--- src/rtl/uart_mat_mul_pkg.sv ---
// Shared types and constants for the UART + 2x2 matrix-multiply datapath.
//   rx_state_t / tx_state_t : UART receiver / transmitter FSM encodings
//   CLKS_PER_BIT_DEF        : default bit period in clk cycles (12 MHz / 115200)
//   DATA_W                  : byte and matrix element width
//   mac8                    : low byte of a 2-term unsigned dot product
package uart_mat_mul_pkg;

   localparam int CLKS_PER_BIT_DEF = 104;
   localparam int DATA_W           = 8;

   typedef enum logic [1:0] {
      RX_IDLE  = 2'd0,
      RX_START = 2'd1,
      RX_DATA  = 2'd2,
      RX_STOP  = 2'd3
   } rx_state_t;

   typedef enum logic [1:0] {
      TX_IDLE  = 2'd0,
      TX_START = 2'd1,
      TX_DATA  = 2'd2,
      TX_STOP  = 2'd3
   } tx_state_t;

   // Full-width 16-bit products and 17-bit sum; only the low byte is kept.
   function automatic logic [DATA_W-1:0] mac8(
      input logic [DATA_W-1:0] x0,
      input logic [DATA_W-1:0] y0,
      input logic [DATA_W-1:0] x1,
      input logic [DATA_W-1:0] y1
   );
      logic [2*DATA_W-1:0] p0;
      logic [2*DATA_W-1:0] p1;
      p0 = {{DATA_W{1'b0}}, x0} * {{DATA_W{1'b0}}, y0};
      p1 = {{DATA_W{1'b0}}, x1} * {{DATA_W{1'b0}}, y1};
      return DATA_W'({1'b0, p0} + {1'b0, p1});
   endfunction

endpackage

--- src/rtl/uart_mat_mul_mat_mul_2x2.sv ---
// Registered 2x2 unsigned matrix multiplier, C = A*B, each element mod 256.
// Ports:
//   clk, rst_n          : clock, async active-low reset (C clears to 0)
//   a11..a22, b11..b22  : operand matrices, sampled every cycle
//   c11..c22            : product, one cycle after the operands
module mat_mul_2x2
   import uart_mat_mul_pkg::*;
(
   input  logic              clk,
   input  logic              rst_n,
   input  logic [DATA_W-1:0] a11,
   input  logic [DATA_W-1:0] a12,
   input  logic [DATA_W-1:0] a21,
   input  logic [DATA_W-1:0] a22,
   input  logic [DATA_W-1:0] b11,
   input  logic [DATA_W-1:0] b12,
   input  logic [DATA_W-1:0] b21,
   input  logic [DATA_W-1:0] b22,
   output logic [DATA_W-1:0] c11,
   output logic [DATA_W-1:0] c12,
   output logic [DATA_W-1:0] c21,
   output logic [DATA_W-1:0] c22
);

   always_ff @(posedge clk or negedge rst_n) begin
      if (!rst_n) begin
         c11 <= '0;
         c12 <= '0;
         c21 <= '0;
         c22 <= '0;
      end else begin
         c11 <= mac8(a11, b11, a12, b21);
         c12 <= mac8(a11, b12, a12, b22);
         c21 <= mac8(a21, b11, a22, b21);
         c22 <= mac8(a21, b12, a22, b22);
      end
   end

endmodule

--- src/rtl/uart_mat_mul.sv ---
// Serial I/O and compute datapath: 8N1 full-duplex UART plus registered
// 2x2 matrix multiplier.
// Ports:
//   clk, rst_n              : clock, async active-low reset
//   rx, rx_enable           : serial input (idle high), receiver enable level
//   rx_byte, byte_available : last good byte, one-cycle new-byte pulse
//   tx, tx_enable, tx_byte  : serial output (idle high), start strobe, byte
//   tx_busy                 : high for the whole 10-bit frame
//   a*, b*, c*              : matrix operands and registered product
//
// RX FSM
//   state    | meaning
//   RX_IDLE  | waiting for a falling edge on the synchronized line
//   RX_START | half-bit wait, confirm start bit still low
//   RX_DATA  | sampling 8 data bits LSB first, one per bit period
//   RX_STOP  | sampling stop bit; good stop publishes the byte
//
// TX FSM
//   state    | meaning
//   TX_IDLE  | line high, accepting tx_enable
//   TX_START | driving start bit
//   TX_DATA  | driving 8 data bits LSB first
//   TX_STOP  | driving stop bit, busy drops at its end
module uart_mat_mul
   import uart_mat_mul_pkg::*;
#(
   parameter int CLKS_PER_BIT = CLKS_PER_BIT_DEF
) (
   input  logic              clk,
   input  logic              rst_n,
   input  logic              rx,
   output logic              tx,
   input  logic              rx_enable,
   output logic [DATA_W-1:0] rx_byte,
   output logic              byte_available,
   input  logic              tx_enable,
   input  logic [DATA_W-1:0] tx_byte,
   output logic              tx_busy,
   input  logic [DATA_W-1:0] a11,
   input  logic [DATA_W-1:0] a12,
   input  logic [DATA_W-1:0] a21,
   input  logic [DATA_W-1:0] a22,
   input  logic [DATA_W-1:0] b11,
   input  logic [DATA_W-1:0] b12,
   input  logic [DATA_W-1:0] b21,
   input  logic [DATA_W-1:0] b22,
   output logic [DATA_W-1:0] c11,
   output logic [DATA_W-1:0] c12,
   output logic [DATA_W-1:0] c21,
   output logic [DATA_W-1:0] c22
);

   localparam int CNT_W = $clog2(CLKS_PER_BIT);
   localparam logic [CNT_W-1:0] CNT_FULL = CNT_W'(CLKS_PER_BIT - 1);
   localparam logic [CNT_W-1:0] CNT_HALF = CNT_W'(CLKS_PER_BIT / 2 - 1);
   localparam logic [CNT_W-1:0] CNT_ONE  = CNT_W'(1);

   // ------------------------------------------------------------------
   // RX
   // ------------------------------------------------------------------
   logic              rx_s1;
   logic              rx_s2;
   logic              rx_prev;
   logic              rx_fall;
   rx_state_t         rx_state;
   logic [CNT_W-1:0]  rx_cnt;
   logic [2:0]        rx_bit_idx;
   logic [DATA_W-1:0] rx_shift;

   // Sync flops reset high so a line held idle does not look like an edge.
   always_ff @(posedge clk or negedge rst_n) begin
      if (!rst_n) begin
         rx_s1   <= 1'b1;
         rx_s2   <= 1'b1;
         rx_prev <= 1'b1;
      end else begin
         rx_s1   <= rx;
         rx_s2   <= rx_s1;
         rx_prev <= rx_s2;
      end
   end

   // rx_prev tracks the line in every state, so an edge right after STOP
   // is seen in the first IDLE cycle (back-to-back frames).
   assign rx_fall = rx_prev & ~rx_s2;

   always_ff @(posedge clk or negedge rst_n) begin
      if (!rst_n) begin
         rx_state       <= RX_IDLE;
         rx_cnt         <= '0;
         rx_bit_idx     <= '0;
         rx_shift       <= '0;
         rx_byte        <= '0;
         byte_available <= 1'b0;
      end else begin
         byte_available <= 1'b0;
         if (!rx_enable) begin
            rx_state <= RX_IDLE;
         end else begin
            case (rx_state)
               RX_IDLE: begin
                  if (rx_fall) begin
                     rx_state <= RX_START;
                     rx_cnt   <= CNT_HALF;
                  end
               end
               RX_START: begin
                  if (rx_cnt != '0) begin
                     rx_cnt <= rx_cnt - CNT_ONE;
                  end else if (!rx_s2) begin
                     rx_state   <= RX_DATA;
                     rx_cnt     <= CNT_FULL;
                     rx_bit_idx <= '0;
                  end else begin
                     rx_state <= RX_IDLE;
                  end
               end
               RX_DATA: begin
                  if (rx_cnt != '0) begin
                     rx_cnt <= rx_cnt - CNT_ONE;
                  end else begin
                     rx_shift <= {rx_s2, rx_shift[DATA_W-1:1]};
                     rx_cnt   <= CNT_FULL;
                     if (rx_bit_idx == 3'd7) begin
                        rx_state <= RX_STOP;
                     end else begin
                        rx_bit_idx <= rx_bit_idx + 3'd1;
                     end
                  end
               end
               RX_STOP: begin
                  if (rx_cnt != '0) begin
                     rx_cnt <= rx_cnt - CNT_ONE;
                  end else begin
                     if (rx_s2) begin
                        rx_byte        <= rx_shift;
                        byte_available <= 1'b1;
                     end
                     rx_state <= RX_IDLE;
                  end
               end
               default: rx_state <= RX_IDLE;
            endcase
         end
      end
   end

   // ------------------------------------------------------------------
   // TX
   // ------------------------------------------------------------------
   tx_state_t         tx_state;
   logic [CNT_W-1:0]  tx_cnt;
   logic [2:0]        tx_bit_idx;
   logic [DATA_W-1:0] tx_shift;

   always_ff @(posedge clk or negedge rst_n) begin
      if (!rst_n) begin
         tx_state   <= TX_IDLE;
         tx_cnt     <= '0;
         tx_bit_idx <= '0;
         tx_shift   <= '0;
         tx         <= 1'b1;
         tx_busy    <= 1'b0;
      end else begin
         case (tx_state)
            TX_IDLE: begin
               tx <= 1'b1;
               if (tx_enable) begin
                  tx_shift <= tx_byte;
                  tx_busy  <= 1'b1;
                  tx       <= 1'b0;
                  tx_cnt   <= CNT_FULL;
                  tx_state <= TX_START;
               end
            end
            TX_START: begin
               if (tx_cnt != '0) begin
                  tx_cnt <= tx_cnt - CNT_ONE;
               end else begin
                  tx         <= tx_shift[0];
                  tx_cnt     <= CNT_FULL;
                  tx_bit_idx <= '0;
                  tx_state   <= TX_DATA;
               end
            end
            TX_DATA: begin
               if (tx_cnt != '0) begin
                  tx_cnt <= tx_cnt - CNT_ONE;
               end else begin
                  tx_cnt <= CNT_FULL;
                  if (tx_bit_idx == 3'd7) begin
                     tx       <= 1'b1;
                     tx_state <= TX_STOP;
                  end else begin
                     tx         <= tx_shift[1];
                     tx_shift   <= {1'b0, tx_shift[DATA_W-1:1]};
                     tx_bit_idx <= tx_bit_idx + 3'd1;
                  end
               end
            end
            TX_STOP: begin
               if (tx_cnt != '0) begin
                  tx_cnt <= tx_cnt - CNT_ONE;
               end else begin
                  tx_busy  <= 1'b0;
                  tx_state <= TX_IDLE;
               end
            end
            default: tx_state <= TX_IDLE;
         endcase
      end
   end

   // ------------------------------------------------------------------
   // Multiplier
   // ------------------------------------------------------------------
   mat_mul_2x2 u_mat_mul (
      .clk   (clk),
      .rst_n (rst_n),
      .a11   (a11),
      .a12   (a12),
      .a21   (a21),
      .a22   (a22),
      .b11   (b11),
      .b12   (b12),
      .b21   (b21),
      .b22   (b22),
      .c11   (c11),
      .c12   (c12),
      .c21   (c21),
      .c22   (c22)
   );

endmodule

--- config.mk ---
export PLATFORM = sky130hd
export DESIGN_NAME = uart_mat_mul
export DESIGN_NICKNAME = d
export VERILOG_FILES = /design/src/rtl/uart_mat_mul_pkg.sv /design/src/rtl/uart_mat_mul_mat_mul_2x2.sv /design/src/rtl/uart_mat_mul.sv
export SDC_FILE = /design/constraint.sdc
export NUM_CORES = 1
export LEC_CHECK = 0
export CORE_MARGIN = 2
export CORE_UTILIZATION = 55
export CTS_CLUSTER_DIAMETER = 200
export DETAILED_ROUTE_END_ITERATION = 10
export PLACE_DENSITY = 0.78
export SETUP_SLACK_MARGIN = 0.15
export SLEW_MARGIN = 25
export SYNTH_ARGS = -nofsm -noshare
export SYNTH_HDL_FRONTEND = slang
export SYNTH_HIERARCHICAL = 1
export SYNTH_SLANG_ARGS = --single-unit
--- constraint.sdc ---
create_clock -name clk -period 6.4 [get_ports clk]
set_input_delay 1.92 -clock clk [delete_from_list [all_inputs] [get_ports clk]]
set_output_delay 1.92 -clock clk [all_outputs]
set_load 0.1 [all_outputs]
==> impl_metrics.yaml <==
power_and_ir_drop:
  power.density_nw_per_um2: 351
  pwr-share-seq: 0.145
  p_switching_mw: 2.32
  intPower_mw: 2.77
  p_sw_frac: 0.455
  ir_drop_uv: 254
  p_clk_frac: 0.103
  p_leak_nw: 7.26
  combinationalPowerShare: 0.752
routing:
  drc: 0
  drtAntennaViolNets: 0
  wire_per_inst_um: 16.1
  drt-total-wl_mm: 27.8
  drt_iter0_drc: 567
  vias: 8949
  vias_per_cell: 5.19
  firstDrtPassIters: 7
synthesis:
  synth_commonest_cells: "inv_1, nand2_1, ha_1"
  synth_top_area_share: 0.215
  synthArstFlopShare: 1.00
  synth_edf_count: 0
  synth_area_leaders: "fa_1, dfrtp_1, ha_1, and2_1, inv_1"
  seq_area_frac_synth: 0.187
  synthCells: 1213
  synth_nets: 1570
  ys_warn_count: 6
  ys_ff_latch: 86
  avgSynthCellArea_um2: 9.50
  synth.most_common_cell: "inv_1"
  synth_area_um2: 11500
  synth-main-ff-cell: "dfrtp_1"
  synth_cell_types: 56
  yosysTopAreaCell: "fa_1"
place:
  io_buffers: 119
  dp_hpwl_mm: 22.6
  gp_congestion: 0.928
  dpl_cell_area_um2: 13800
cells_and_area:
  area_growth_pct: 25.8
  fin_area_um2: 14500
  seqCellArea_um2: 2160
  fin_nets: 1806
  drive_gt1_frac: 0.194
  multiInputGateArea_um2: 8610
  n_fill_cell: 1511
  antenna_cells: 0
worst_setup_path:
  worstSetupPathType: "in -> reg"
  arrival_ns: 6.43
  cp-end-kind: "flip-flop"
  worstSetupStartpointType: "input pin"
  max_stage_delay_ns: 0.57
  crit_path_max_fanout: 7
  cp_slowest_cell: "fa_1"
  cp_top_family: "adder cells"
  critPathRequiredTime_ns: 6.62
  cp_num_buf_inv: 5
  path_cells: "dlygate4sd2_1 > buf_6 > buf_4 > and2_1 > ha_1 > inv_1 > fa_2 > inv_1 > ha_1 > fa_1 > fa_1 > fa_1 > ha_1 > a21oi_2 > o21bai_1 > a21oi_2 > xnor3_1"
clocking:
  cts_buffers: 9
  clk_latency_ns: 0.35
  clk_path_buf_depth: 2
  cts_tree: "built"
  numClockSinks: 86
  cts_hold_buf: 0
  cts_root_buf: "clkbuf_16"
  path_clk_slew_ns: 0.07
  cts-htree-levels: 3
job:
  maxCapViolations: 0
grt:
  grt_max_degree: 76
  grt_pass1_vias: 9347
  grt_antenna_before_repair: 0
  grt-ovfl-total: 0
  grt_usage: 0.263
  grt_pass1_wl_mm: 45.7
timing:
  worstMarginPinSlew_ns: 1.01
  layout_min_cycle_time_ns: 6.21
  relSlewSlack: 0.326
  timing.setup.tns_ns: 0
  finalCritPeriodShare: 0.970
  slew_violations: 0
  finClkSkew_ns: 0.00955
  max_freq_mhz: 161
  final-setup-viol-count: 0
  grt_setup_unrepaired: "yes"
  final_hold_viol_count: 0
die:
  num_io_pins: 120
  core_um2: 20400
  chipHeight_um: 149
  die_area_um2: 22100
  start_util: 0.566
  rows: 52
  die_width_um: 149
outcome:
  status: "finished, final reports clean"
hold_path:
  hp-class: "reg -> reg"
state kept, by name, indices dropped and copies added, names as in the netlist:
name / cells
u_mat_mul/c11: 8
tx_shift: 8
rx_shift: 8
rx_s2: 1
u_mat_mul/c21: 8
rx_byte: 8
rx_cnt: 7
u_mat_mul/c12: 8
rx_state: 2
byte_available: 1
tx_state: 2
tx_busy: 1
rx_prev: 1
tx_bit_idx: 3
rx_bit_idx: 3
tx_cnt: 7
rx_s1: 1
u_mat_mul/c22: 8
tx: 1
through the flow:
| step | util | power (mW) | setup slack [ns] | cells | hold WS, ns |
|---|---|---|---|---|---|
| after floorplan | - | 3.33 | 0.126 | 1213 | 0.345 |
| after global placement | 0.678 | 4.25 | -0.543 | 1685 | 0.345 |
| after detailed placement | 0.678 | 4.36 | -0.675 | 1685 | 0.349 |
| after CTS | 0.706 | 5.01 | 0.136 | 1717 | 0.361 |
| after global routing | 0.712 | 5.52 | 0.0530 | 1724 | 0.361 |
| final | 0.712 | 5.09 | 0.189 | 1724 | 0.359 |
placed cells by master (no fill, tap or decap), types with 4 or more instances in the layout:
cell type,count
nor2b_1,4
and2_4,5
nor3_1,11
o22ai_1,10
ha_4,6
fa_2,20
o21ai_1,8
mux2i_1,4
inv_2,19
a21oi_2,6
xnor3_1,16
mux2_1,4
a21o_1,8
clkdlybuf4s15_2,4
mux2_2,16
dfrtp_1,82
a22o_1,6
a21oi_1,27
xnor2_1,78
inv_1,188
and2_1,136
clkdlybuf4s50_1,70
dlygate4sd2_1,17
o22a_1,4
nand2b_1,4
o21bai_1,4
clkbuf_2,14
buf_4,122
nor2_1,18
xor2_1,20
dfstp_2,4
clkbuf_16,9
clkdlybuf4s15_1,6
o21ai_0,9
buf_2,6
nand2_1,160
buf_6,22
ha_1,149
fa_1,104
buf_12,4
what timing repair did:
item / 4_1_cts / 5_1_grt
pin swaps: 45 / 53
gates resized for setup: 120 / 80
endpoints found under the setup margin: 6 / 5
setup buffers: 16 / 7
per-layer routing:
metal	track usage	wire (um)	vias up
li1	-	-	4252
met1	0.355	11900	4354
met2	0.448	13600	296
met3	0.0349	1680	47
met4	0.0724	580	0
met5	0	0	-
power by group through the flow:
stage | clock network [mW] | logic (mW) | registers (mW)
6_report | 0.524 | 3.83 | 0.740
5_1_grt | 0.563 | 4.21 | 0.750
4_1_cts | 0.544 | 3.72 | 0.740
3_5_place_dp | 0 | 3.61 | 0.750
3_3_place_gp | 0 | 3.51 | 0.747
2_1_floorplan | 0 | 1.96 | 1.37
logic make-up after synthesis:
group / share of synthesized area
AO/OA/AOI/OAI: 0.0556
XOR/XNOR: 0.108
adder cells (fa/ha/maj): 0.385
buffers and inverters: 0.0829
flip-flops: 0.187
multiplexers: 0.0230
AND/OR/NAND/NOR: 0.158
final cells by class:
class | count | share of cell area
clock buffer | 9 | 0.0155
clock inverter | 7 | 0.00526
inverter | 207 | 0.0536
multi-input combinational | 879 | 0.594
sequential | 86 | 0.149
tap | 270 | 0.0233
timing repair buffer | 266 | 0.159
worst paths after layout:
| check | start | end | slack (ns) | depth (start not counted) |
|---|---|---|---|---|
| max | b22[0] | u_mat_mul/c12[7]$_DFF_PN0_ | 0.19 | 17 |
| min | rx_s1$_DFF_PN1_ | rx_s2$_DFF_PN1_ | 0.36 | 0 |
| max reg2reg | tx_cnt[0]$_DFFE_PN0P_ | tx_shift[3]$_DFFE_PN0P_ | 4.11 | 7 |
| min reg2reg | rx_s1$_DFF_PN1_ | rx_s2$_DFF_PN1_ | 0.36 | 0 |
| max in group asynchronous | rst_n | rx_cnt[1]$_DFFE_PN0P_ | 4.10 | 2 |
| min in group asynchronous | rst_n | u_mat_mul/c12[5]$_DFF_PN0_ | 1.41 | 1 |
Note: power is estimated with default switching activity, not from simulation.
